===== config.mk =====
export PLATFORM = sky130hd
export DESIGN_NAME = mem_access_ctrl
export DESIGN_NICKNAME = d
export VERILOG_FILES = /design/src/rtl/mem_access_ctrl_pkg.sv /design/src/rtl/mem_access_ctrl.sv
export SDC_FILE = /design/constraint.sdc
export NUM_CORES = 1
export LEC_CHECK = 0
export ABC_AREA = 1
export BUFFER_PORTS_ARGS = -buffer_cell sky130_fd_sc_hd__buf_2
export CAP_MARGIN = 20
export CORE_AREA = 2 2 59 61
export DETAILED_ROUTE_END_ITERATION = 16
export DIE_AREA = 0 0 61 63
export GPL_TIMING_DRIVEN = 0
export PLACE_DENSITY = 0.86
export SLEW_MARGIN = 20
export SYNTH_ARGS = -nofsm -noshare
export SYNTH_HDL_FRONTEND = slang
export SYNTH_SLANG_ARGS = --single-unit

===== constraint.sdc =====
create_clock -name clk -period 2.97 [get_ports clk]
set_input_delay 0.594 -clock clk [delete_from_list [all_inputs] [get_ports clk]]
set_output_delay 0.594 -clock clk [all_outputs]
set_load 0.01 [all_outputs]

===== src/rtl/mem_access_ctrl_pkg.sv =====
// Shared sizing defaults and FSM state encoding for the data-RAM access sequencer.
package mem_access_ctrl_pkg;

  localparam int ADDR_W_DEF = 5;
  localparam int DATA_W_DEF = 4;

  typedef enum logic [2:0] {
    IDLE   = 3'd0,
    WR_LO  = 3'd1,
    WR_HI  = 3'd2,
    RD_LO  = 3'd3,
    RD_HI  = 3'd4,
    RD_CAP = 3'd5
  } state_t;

endpackage


===== src/rtl/mem_access_ctrl.sv =====
// Sequences one narrow (nibble) or wide (byte) load/store at a time onto the
// synchronous 32x4 data RAM; loads return a registered one-cycle response.
module mem_access_ctrl
  import mem_access_ctrl_pkg::*;
#(
  parameter int ADDR_W = ADDR_W_DEF,
  parameter int DATA_W = DATA_W_DEF
) (
  input  logic                  clk,
  input  logic                  rst_n,
  input  logic                  req_valid,
  output logic                  req_ready,
  input  logic                  req_write,
  input  logic                  req_wide,
  input  logic [ADDR_W-1:0]     req_addr,
  input  logic [2*DATA_W-1:0]   req_wdata,
  output logic                  rsp_valid,
  output logic [2*DATA_W-1:0]   rsp_rdata,
  output logic                  mem_read,
  output logic                  mem_write,
  output logic [ADDR_W-1:0]     mem_read_address,
  output logic [ADDR_W-1:0]     mem_write_address,
  output logic [DATA_W-1:0]     mem_data_to_write,
  input  logic [DATA_W-1:0]     mem_data_read
);

  state_t              state;
  logic                wide_q;
  logic [DATA_W-1:0]   wdata_hi_q;
  logic [DATA_W-1:0]   rdata_lo_q;
  logic [ADDR_W-1:0]   mem_addr;
  logic [ADDR_W-1:0]   addr_inc;

  // Second nibble address; wraps 31 -> 0 by natural truncation.
  assign addr_inc          = mem_addr + ADDR_W'(1);
  assign mem_read_address  = mem_addr;
  assign mem_write_address = mem_addr;

  // NOTE: every output is registered and loaded on the edge that enters the
  // state it belongs to, so all state and outputs use non-blocking assignments.
  always_ff @(posedge clk or negedge rst_n) begin
    if (!rst_n) begin
      state             <= IDLE;
      req_ready         <= 1'b0;
      rsp_valid         <= 1'b0;
      rsp_rdata         <= '0;
      mem_read          <= 1'b0;
      mem_write         <= 1'b0;
      mem_addr          <= '0;
      mem_data_to_write <= '0;
      wide_q            <= 1'b0;
      wdata_hi_q        <= '0;
      rdata_lo_q        <= '0;
    end else begin
      rsp_valid <= 1'b0;
      unique case (state)
        IDLE: begin
          req_ready <= 1'b1;
          if (req_valid && req_ready) begin
            req_ready  <= 1'b0;
            wide_q     <= req_wide;
            wdata_hi_q <= req_wdata[2*DATA_W-1:DATA_W];
            mem_addr   <= req_addr;
            if (req_write) begin
              state             <= WR_LO;
              mem_write         <= 1'b1;
              mem_data_to_write <= req_wdata[DATA_W-1:0];
            end else begin
              state    <= RD_LO;
              mem_read <= 1'b1;
            end
          end
        end
        WR_LO: begin
          if (wide_q) begin
            state             <= WR_HI;
            mem_addr          <= addr_inc;
            mem_data_to_write <= wdata_hi_q;
          end else begin
            state     <= IDLE;
            mem_write <= 1'b0;
            req_ready <= 1'b1;
          end
        end
        WR_HI: begin
          state     <= IDLE;
          mem_write <= 1'b0;
          req_ready <= 1'b1;
        end
        RD_LO: begin
          if (wide_q) begin
            state    <= RD_HI;
            mem_addr <= addr_inc;
          end else begin
            state    <= RD_CAP;
            mem_read <= 1'b0;
          end
        end
        RD_HI: begin
          // Low nibble from the RD_LO read arrives now.
          rdata_lo_q <= mem_data_read;
          state      <= RD_CAP;
          mem_read   <= 1'b0;
        end
        RD_CAP: begin
          rsp_rdata <= wide_q ? {mem_data_read, rdata_lo_q}
                              : {{DATA_W{1'b0}}, mem_data_read};
          rsp_valid <= 1'b1;
          state     <= IDLE;
          req_ready <= 1'b1;
        end
        default: begin
          state     <= IDLE;
          mem_read  <= 1'b0;
          mem_write <= 1'b0;
          req_ready <= 1'b0;
        end
      endcase
    end
  end

endmodule


# Word level (Yosys, flattened, before mapping)

Cells that the tools add are included.

Register bits after elaboration: 33
Bits of input ports: 22
Output and inout bits: 26
Logic and storage cells: 66

Add/sub/neg operators: 1
Equality and inequality tests: 12
Muxes and demuxes: 24
Bitwise logic cells: 3
Reduce and logical (&&, ||, !) cells: 15

Operators by type and width:

| kind                                                                   | number |
|---|---|
| 4-bit two-way mux                                                      | 3 |
| 2-bit inequality test (second input constant)                          | 6 |
| 3-bit one-hot mux with 4 select lines                                  | 1 |
| 4-bit AND reduction                                                    | 3 |
| 5-bit two-way mux                                                      | 2 |
| 5-bit one-hot mux with 2 select lines                                  | 1 |
| 1-bit two-way mux                                                      | 9 |
| 8-bit two-way mux                                                      | 1 |
| 4-bit one-hot mux with 2 select lines                                  | 1 |
| 3-bit by 2-bit equality test with 1-bit output (second input constant) | 2 |
| 3-bit equality test (second input constant)                            | 2 |
| 1-bit one-hot mux with 3 select lines                                  | 2 |
| 2-bit OR reduction                                                     | 3 |
| 3-bit OR reduction                                                     | 2 |
| 5-bit by 1-bit adder with 5-bit output (second input constant)         | 1 |
| 2-bit two-way mux                                                      | 2 |
| 1-bit one-hot mux with 4 select lines                                  | 1 |
| 2-bit AND reduction                                                    | 2 |
| 2-bit nonzero test                                                     | 2 |
| 3-bit by 1-bit equality test with 1-bit output (second input constant) | 1 |
| 3-bit logical NOT                                                      | 1 |
| 3-bit two-way mux                                                      | 1 |
| 1-bit NOT                                                              | 3 |
| 3-bit AND reduction                                                    | 1 |
| other kinds (2)                                                        | 2 |

# Longest topological paths before layout

Gate-level depths: netlist of run 1.

Word-level depth: 4
Gate-level depth with buffers: 8
Gate-level depth less buffers: 8

# Worst setup path before layout of run 1

No wires, ideal clock.

Path type: input to register
Start point: input req_valid
End point: register mem_read
Library setup time: 0.123 ns
Arrival time: 1.181 ns
Required time: 2.847 ns
Slack: 1.666 ns
Stages: 5
Path buffers: 0
Cell sequence: nand2_1 nand3_1 o21ai_0 o21ai_0 nand2_1

Word-level cells in the longest chain between the ends: 3

RTL lines:

| what                                   | line                  | text |
|---|---|---|
| from (decl)                            | mem_access_ctrl.sv:11 | `input logic req_valid,` |
| 1-bit logical AND                      | mem_access_ctrl.sv:59 | `if (req_valid && req_ready) begin` |
| 2-bit inequality test (no source line) | --                    |  |
| 4-bit AND reduction (no source line)   | --                    |  |
| to (signal assigned)                   | mem_access_ctrl.sv:47 | `mem_read <= 1'b0;` |
| to (signal assigned)                   | mem_access_ctrl.sv:70 | `mem_read <= 1'b1;` |
| to (signal assigned)                   | mem_access_ctrl.sv:96 | `mem_read <= 1'b0;` |
| to (decl)                              | mem_access_ctrl.sv:19 | `output logic mem_read,` |

No other way between the ends.
A chain may end at the register's enable or synchronous reset.

# Final worst setup path of run 1

Start point: register mem_addr[2], in the netlist mem_read_address[2]
End point: output mem_write_address[2]

RTL lines:

| what                   | line                  | text |
|---|---|---|
| from (decl)            | mem_access_ctrl.sv:31 | `logic [ADDR_W-1:0] mem_addr;` |
| from (signal assigned) | mem_access_ctrl.sv:63 | `mem_addr <= req_addr;` |
| from (signal assigned) | mem_access_ctrl.sv:77 | `mem_addr <= addr_inc;` |
| from (signal assigned) | mem_access_ctrl.sv:93 | `mem_addr <= addr_inc;` |
| to (decl)              | mem_access_ctrl.sv:22 | `output logic [ADDR_W-1:0] mem_write_address,` |

No word-level cell between the ends.

==> results.json, run 1 <==
{
  "design_area_um2": 2040,
  "grt_pass1_vias": 1367,
  "ir_worst_vdd_mv": 0.532,
  "p_switching_mw": 0.977,
  "grt_usage": 0.204,
  "post_cts_buffers": 0,
  "min_period_ps": 1680,
  "wl_um": 3330,
  "n_antenna_cell": 0,
  "syn_area_per_cell_um2": 8.41,
  "cp_top_family": "flip-flops",
  "drc": 0,
  "num_vias": 1459,
  "cts_resized": 0,
  "yosysWarnings": 0,
  "io_buffers": 47,
  "hold_buffers": 0,
  "start_util": 0.518,
  "die_h_um": 63,
  "grt_pass1_wl_um": 5870,
  "avgRoutedWirePerCell_um": 11.1,
  "drv_cap": 0,
  "layout_commonest_cell": "nand2_1",
  "syn_to_final_growth_pct": 21.7,
  "hpwlAfterDp_um": 2450,
  "slowest_delay_ps": 470,
  "cts_buffer_depth": 2,
  "crit_type": "register to primary output",
  "hold_class": "input port to asynchronous set/reset pin",
  "overflow": 0,
  "report.final.slew_viol_count": 0,
  "min_period_over_period": 0.566,
  "cts.clk_slew.worst_paths_ps": 100,
  "firstDrtPassIters": 4,
  "placed_area_um2": 1970,
  "path_cells": "buf_4, buf_2",
  "path_buf_inv": 2,
  "layout-drive-gt1-share": 0.307,
  "crit_path_start_kind": "register",
  "path_max_fanout": 9,
  "critPathArrivalTime_ps": 1090,
  "finalHoldViolCount": 0,
  "ys_ff_latch": 33,
  "synth_seq_area_share": 0.493,
  "max_freq_ghz": 0.594,
  "slowest_stage": "dfrtp_1",
  "p_comb_frac": 0.501,
  "numClockSinks": 33,
  "syn_inst": 199,
  "endpoint_kind": "primary output",
  "power_density_nw_per_um2": 1090,
  "status": "complete, no violations",
  "pwr-share-clk": 0.129,
  "num_io_pins": 48,
  "ctsRootBufferMaster": "clkbuf_4",
  "p_int_mw": 1.25,
  "sequentialPowerShare": 0.370,
  "rsz0062_at_grt": "no",
  "ys_types": 25,
  "htree_levels": 2,
  "tightestPinTransition_ps": 739,
  "ff2ff_path_depth": 5,
  "setup_violations": 0,
  "die_x_um": 61,
  "clkLatencyLatePin_ps": 330,
  "detail-route-antenna-nets": 0,
  "drt_iter0_drc": 59,
  "finClkSkew_ps": 6.71,
  "cts_tree": "done",
  "globalplace.congestion": 0.818,
  "final_cell_mix": "65 x nand2_1, 47 x buf_2, 33 x dfrtp_1, 21 x nand3_1, 19 x o21ai_0",
  "rows": 21,
  "synth_area_um2": 1670,
  "grt_max_degree": 34,
  "antenna_found_initial": 0,
  "numCtsBuffers": 5,
  "dieArea_um2": 3840,
  "core_area_um2": 3230,
  "switching_share": 0.438,
  "synth_nets": 222,
  "max_slew_margin": 0.508,
  "nNetsFinal": 276,
  "post_drt_via_cell_ratio": 4.86,
  "critical_path_required_ps": 2380,
  "fin_tns_setup_ps": 0,
  "p_leak_nw": 1.14,
  "crit_cells": 2
}
-- worst reg2reg max path, stage by stage (launching register included) --
cell and delay [ps]:
dfrtp_1 480, nor2_4 240, nand4_2 220, nand2_2 200, nand3_1 90, o21ai_0 80
-- registers in the layout (all words and copies together), names as in the netlist --
register / cells
mem_data_to_write: 4
rsp_rdata: 8
req_ready: 1
rsp_valid: 1
mem_read_address: 5
wide_q: 1
rdata_lo_q: 4
state: 3
mem_write: 1
mem_read: 1
wdata_hi_q: 4
-- final timing paths --
| check | startpoint | end | slack (ps) |
|---|---|---|---|
| max in group asynchronous | rst_n | state[1] | 2190 |
| min in group clk | req_wdata[4] | wdata_hi_q[0] | 460 |
| setup / recovery | mem_read_address[2] | mem_write_address[2] | 1290 |
| hold / removal | rst_n | mem_read_address[3] | 310 |
| setup reg to reg | state[0] | mem_read_address[4] | 1590 |
| hold reg to reg | wdata_hi_q[3] | wdata_hi_q[3] | 480 |
-- stage by stage --
step                worst slack (ps)  power [mW]  cells  hold WS (ps)   util
global route                    1240        2.45    300           353  0.630
detailed placement              1440        1.96    292           460  0.609
global placement                1460        1.92    292           455  0.609
floorplan                       1670        1.62    199           298      -
CTS                             1280        2.25    300           325  0.630
finish                          1290        2.23    300           313  0.630
-- logic make-up (layout without fill, tap and decap cells) --
kind of cell / count (synthesis) / after routing / share of synthesized area
compound gates: 30 / 30 / 0.100
fa+ha+maj: 1 / 1 / 0.00747
buf+inv: 26 / 81 / 0.0807
flops: 33 / 33 / 0.493
simple gates: 109 / 109 / 0.318
-- power by group through the flow --
| stage | logic (mW) | registers (mW) | clock network [mW] |
|---|---|---|---|
| 3_3_place_gp | 1.09 | 0.827 | 0 |
| 6_report | 1.12 | 0.825 | 0.287 |
| 2_1_floorplan | 0.739 | 0.877 | 0 |
| 5_1_grt | 1.29 | 0.856 | 0.309 |
| 4_1_cts | 1.13 | 0.825 | 0.298 |
| 3_5_place_dp | 1.12 | 0.835 | 0 |
-- metal layers --
layer / global-route usage / vias up / routed length (um)
li1: - / 758 / -
met1: 0.267 / 664 / 1530
met2: 0.317 / 31 / 1600
met3: 0.0580 / 6 / 150
met4: 0.0734 / 0 / 57
met5: 0 / - / 0
-- cell usage after synthesis (all sizes together) --
cell / number / share of area
o21ai: 23 / 0.069
nand2: 70 / 0.17
dfrtp: 33 / 0.49
ha: 1 / 0.0075
nor2: 8 / 0.037
o21a: 2 / 0.0090
o211ai: 1 / 0.0045
nand3: 23 / 0.075
nand4: 4 / 0.019
buf: 8 / 0.040
inv: 17 / 0.038
clkbuf: 1 / 0.0022
o31ai: 4 / 0.018
or2: 4 / 0.015
-- final cells by class --
type                            instances  area, um^2
Buffer                                  9        71.3
Clock buffer                            7        65.1
Clock inverter                          1        5.00
Fill cell                             292        1190
Inverter                               17        63.8
Multi-Input combinational cell        140         713
Sequential cell                        33         826
Tap cell                               46        57.6
Timing Repair Buffer                   47         235
No activity file was read; power rests on OpenSTA's default activity.
==> run 2, diff against run 1 <==
Settings changed: CORE_AREA 2 2 59 61 to 2 2 64 66, DIE_AREA 0 0 61 63 to 0 0 66 68, PLACE_DENSITY 0.86 to 0.78.
Clock period 2.97 ns to 1.45 ns, I/O delays scaled along.
==> run 2 against run 1 <==
  * Critical path depth increased by 4
  * Worst setup slack got worse by 1200 ps
  * Global-route usage down 3.6 points
  * Die area grew 17%
  * Non-clock buffer count is the same
  * Sequential cell count did not move
  * Sequential power up 110%
  * Clock power increased by 130%
  * Register-to-register slack lost 1500 ps
  * Critical path type is now register to register
  * Critical endpoint is now mem_read_address[2]
  * Highest routed layer unchanged
==> results.json, run 2 (synthesized netlist as in run 1, its figures left out) <==
{
  "drc": 0,
  "drv_cap": 0,
  "ir_worst_vdd_mv": 1.02,
  "status": "complete, no violations",
  "dp_cells": 296,
  "avgRoutedWirePerCell_um": 11.5,
  "largest_reg_flops": 8,
  "finClkSkew_ps": 9.62,
  "start_util": 0.434,
  "tightestPinTransition_ps": 731,
  "post_cts_buffers": 0,
  "min_period_ps": 1330,
  "ctsRootBufferMaster": "clkbuf_8",
  "endpoint_kind": "register",
  "critPathArrivalTime_ps": 1500,
  "slowest_stage": "dfrtp_1",
  "ff2ff_path_depth": 6,
  "setup_violations": 0,
  "fin_total_pwr_mw": 4.67,
  "num_vias": 1431,
  "use_met1": 0.208,
  "crit_end": "mem_read_address[2]",
  "finalHoldViolCount": 0,
  "n_antenna_cell": 0,
  "r2r_setup_slack_ps": 120,
  "grt_pass1_wl_um": 5710,
  "overflow": 0,
  "top_register": "rsp_rdata",
  "cts.clk_slew.worst_paths_ps": 70,
  "slowest_delay_ps": 450,
  "num_io_pins": 48,
  "rsz0062_at_grt": "no",
  "startpoint": "mem_read_address[0]",
  "min_period_over_period": 0.919,
  "numCtsBuffers": 5,
  "cts_buffer_depth": 2,
  "path_max_fanout": 7,
  "worstReg2RegEnd": "mem_read_address[2]",
  "grt_pass1_vias": 1290,
  "final_cell_mix": "65 x nand2_1, 47 x buf_2, 32 x dfrtp_1, 21 x nand3_1, 19 x o21ai_0",
  "core_area_um2": 3860,
  "antenna_found_initial": 0,
  "final_util": 0.537,
  "numClockSinks": 33,
  "post_drt_via_cell_ratio": 4.71,
  "grt_usage": 0.168,
  "use_met3": 0.0362,
  "htree_levels": 2,
  "die_h_um": 68,
  "crit_path_start_kind": "register",
  "io_buffers": 47,
  "globalplace.congestion": 0.801,
  "placed_area_um2": 1970,
  "syn_to_final_growth_pct": 23.7,
  "r2r_start": "mem_read_address[0]",
  "max_freq_ghz": 0.751,
  "layout-drive-gt1-share": 0.303,
  "crit_type": "register to register",
  "layout_commonest_cell": "nand2_1",
  "wl_um": 3490,
  "hpwlAfterDp_um": 2580,
  "detail-route-antenna-nets": 0,
  "crit_path_frequent_cell": "nand2_1",
  "clkLatencyLatePin_ps": 280,
  "fin_tns_setup_ps": 0,
  "finalNonFillerCells": 304,
  "grt_max_degree": 34,
  "critical_path_required_ps": 1620,
  "path_cells": "ha_1, or2_2, nand3_1, nand2_1, nand2_1, nand2_1",
  "max_slew_margin": 0.513,
  "rows": 23,
  "grt_util_met2": 0.280,
  "power_density_nw_per_um2": 2260,
  "report.final.slew_viol_count": 0,
  "die_x_um": 66,
  "nNetsFinal": 276,
  "design_area_um2": 2070,
  "dieArea_um2": 4490,
  "hold_class": "input port to asynchronous set/reset pin",
  "cts_tree": "done",
  "drt_iter0_drc": 71,
  "firstDrtPassIters": 4,
  "p_leak_nw": 1.14,
  "grt-busiest-layer": "met2"
}
## run 2: worst min-delay path by stage
stage / startpoint / depth (start not counted) / slack [ps] / to
2_1_floorplan: rst_n / 0 / -6 / mem_data_to_write[0]
3_3_place_gp: rst_n / 1 / 390 / rdata_lo_q[3]
3_5_place_dp: rst_n / 1 / 400 / rdata_lo_q[3]
4_1_cts: rst_n / 1 / 100 / rdata_lo_q[0]
5_1_grt: rst_n / 1 / 130 / mem_read_address[4]
6_report: rst_n / 1 / 70 / rsp_rdata[6]
## run 2: power by group
part,switching (mW),internal [mW],leakage (nW)
logic,1.36,0.945,0.690
registers,0.358,1.36,0.410
clock network,0.312,0.341,0.0395
## run 2: worst max-delay path: cells and delay by family (launching register included)
family / cells / cell delay, ps
and+or+nand+nor: 5 / 500
adders and majority gates: 1 / 270
DFF: 1 / 450
## run 2: metal layers
metal / wire [um] / vias up
li1: - / 755
met1: 1600 / 644
met2: 1740 / 27
met3: 99 / 5
met4: 46 / 0
met5: 0 / -
## run 2: layout make-up
cell class,count,area [um^2]
Buffer,9,72.6
Clock buffer,8,80.1
Fill cell,366,1790
Inverter,17,63.8
Multi-Input combinational cell,140,729
Sequential cell,33,827
Tap cell,50,62.6
Timing Repair Buffer,47,235
## run 2: timing repair
| action | in CTS | in global routing |
|---|---|---|
| gates resized for setup | 0 | 5 |
| hold buffers | 0 | 0 |
| endpoints found under the setup margin | 0 | 11 |
## run 2: metrics by stage
| step | hold WS [ps] | setup slack [ps] |
|---|---|---|
| after floorplan | -5.59 | 181 |
| after global placement | 393 | 130 |
| after detailed placement | 403 | 112 |
| after CTS | 96.0 | 94.6 |
| after global routing | 127 | 6.33 |
| final | 69.1 | 118 |
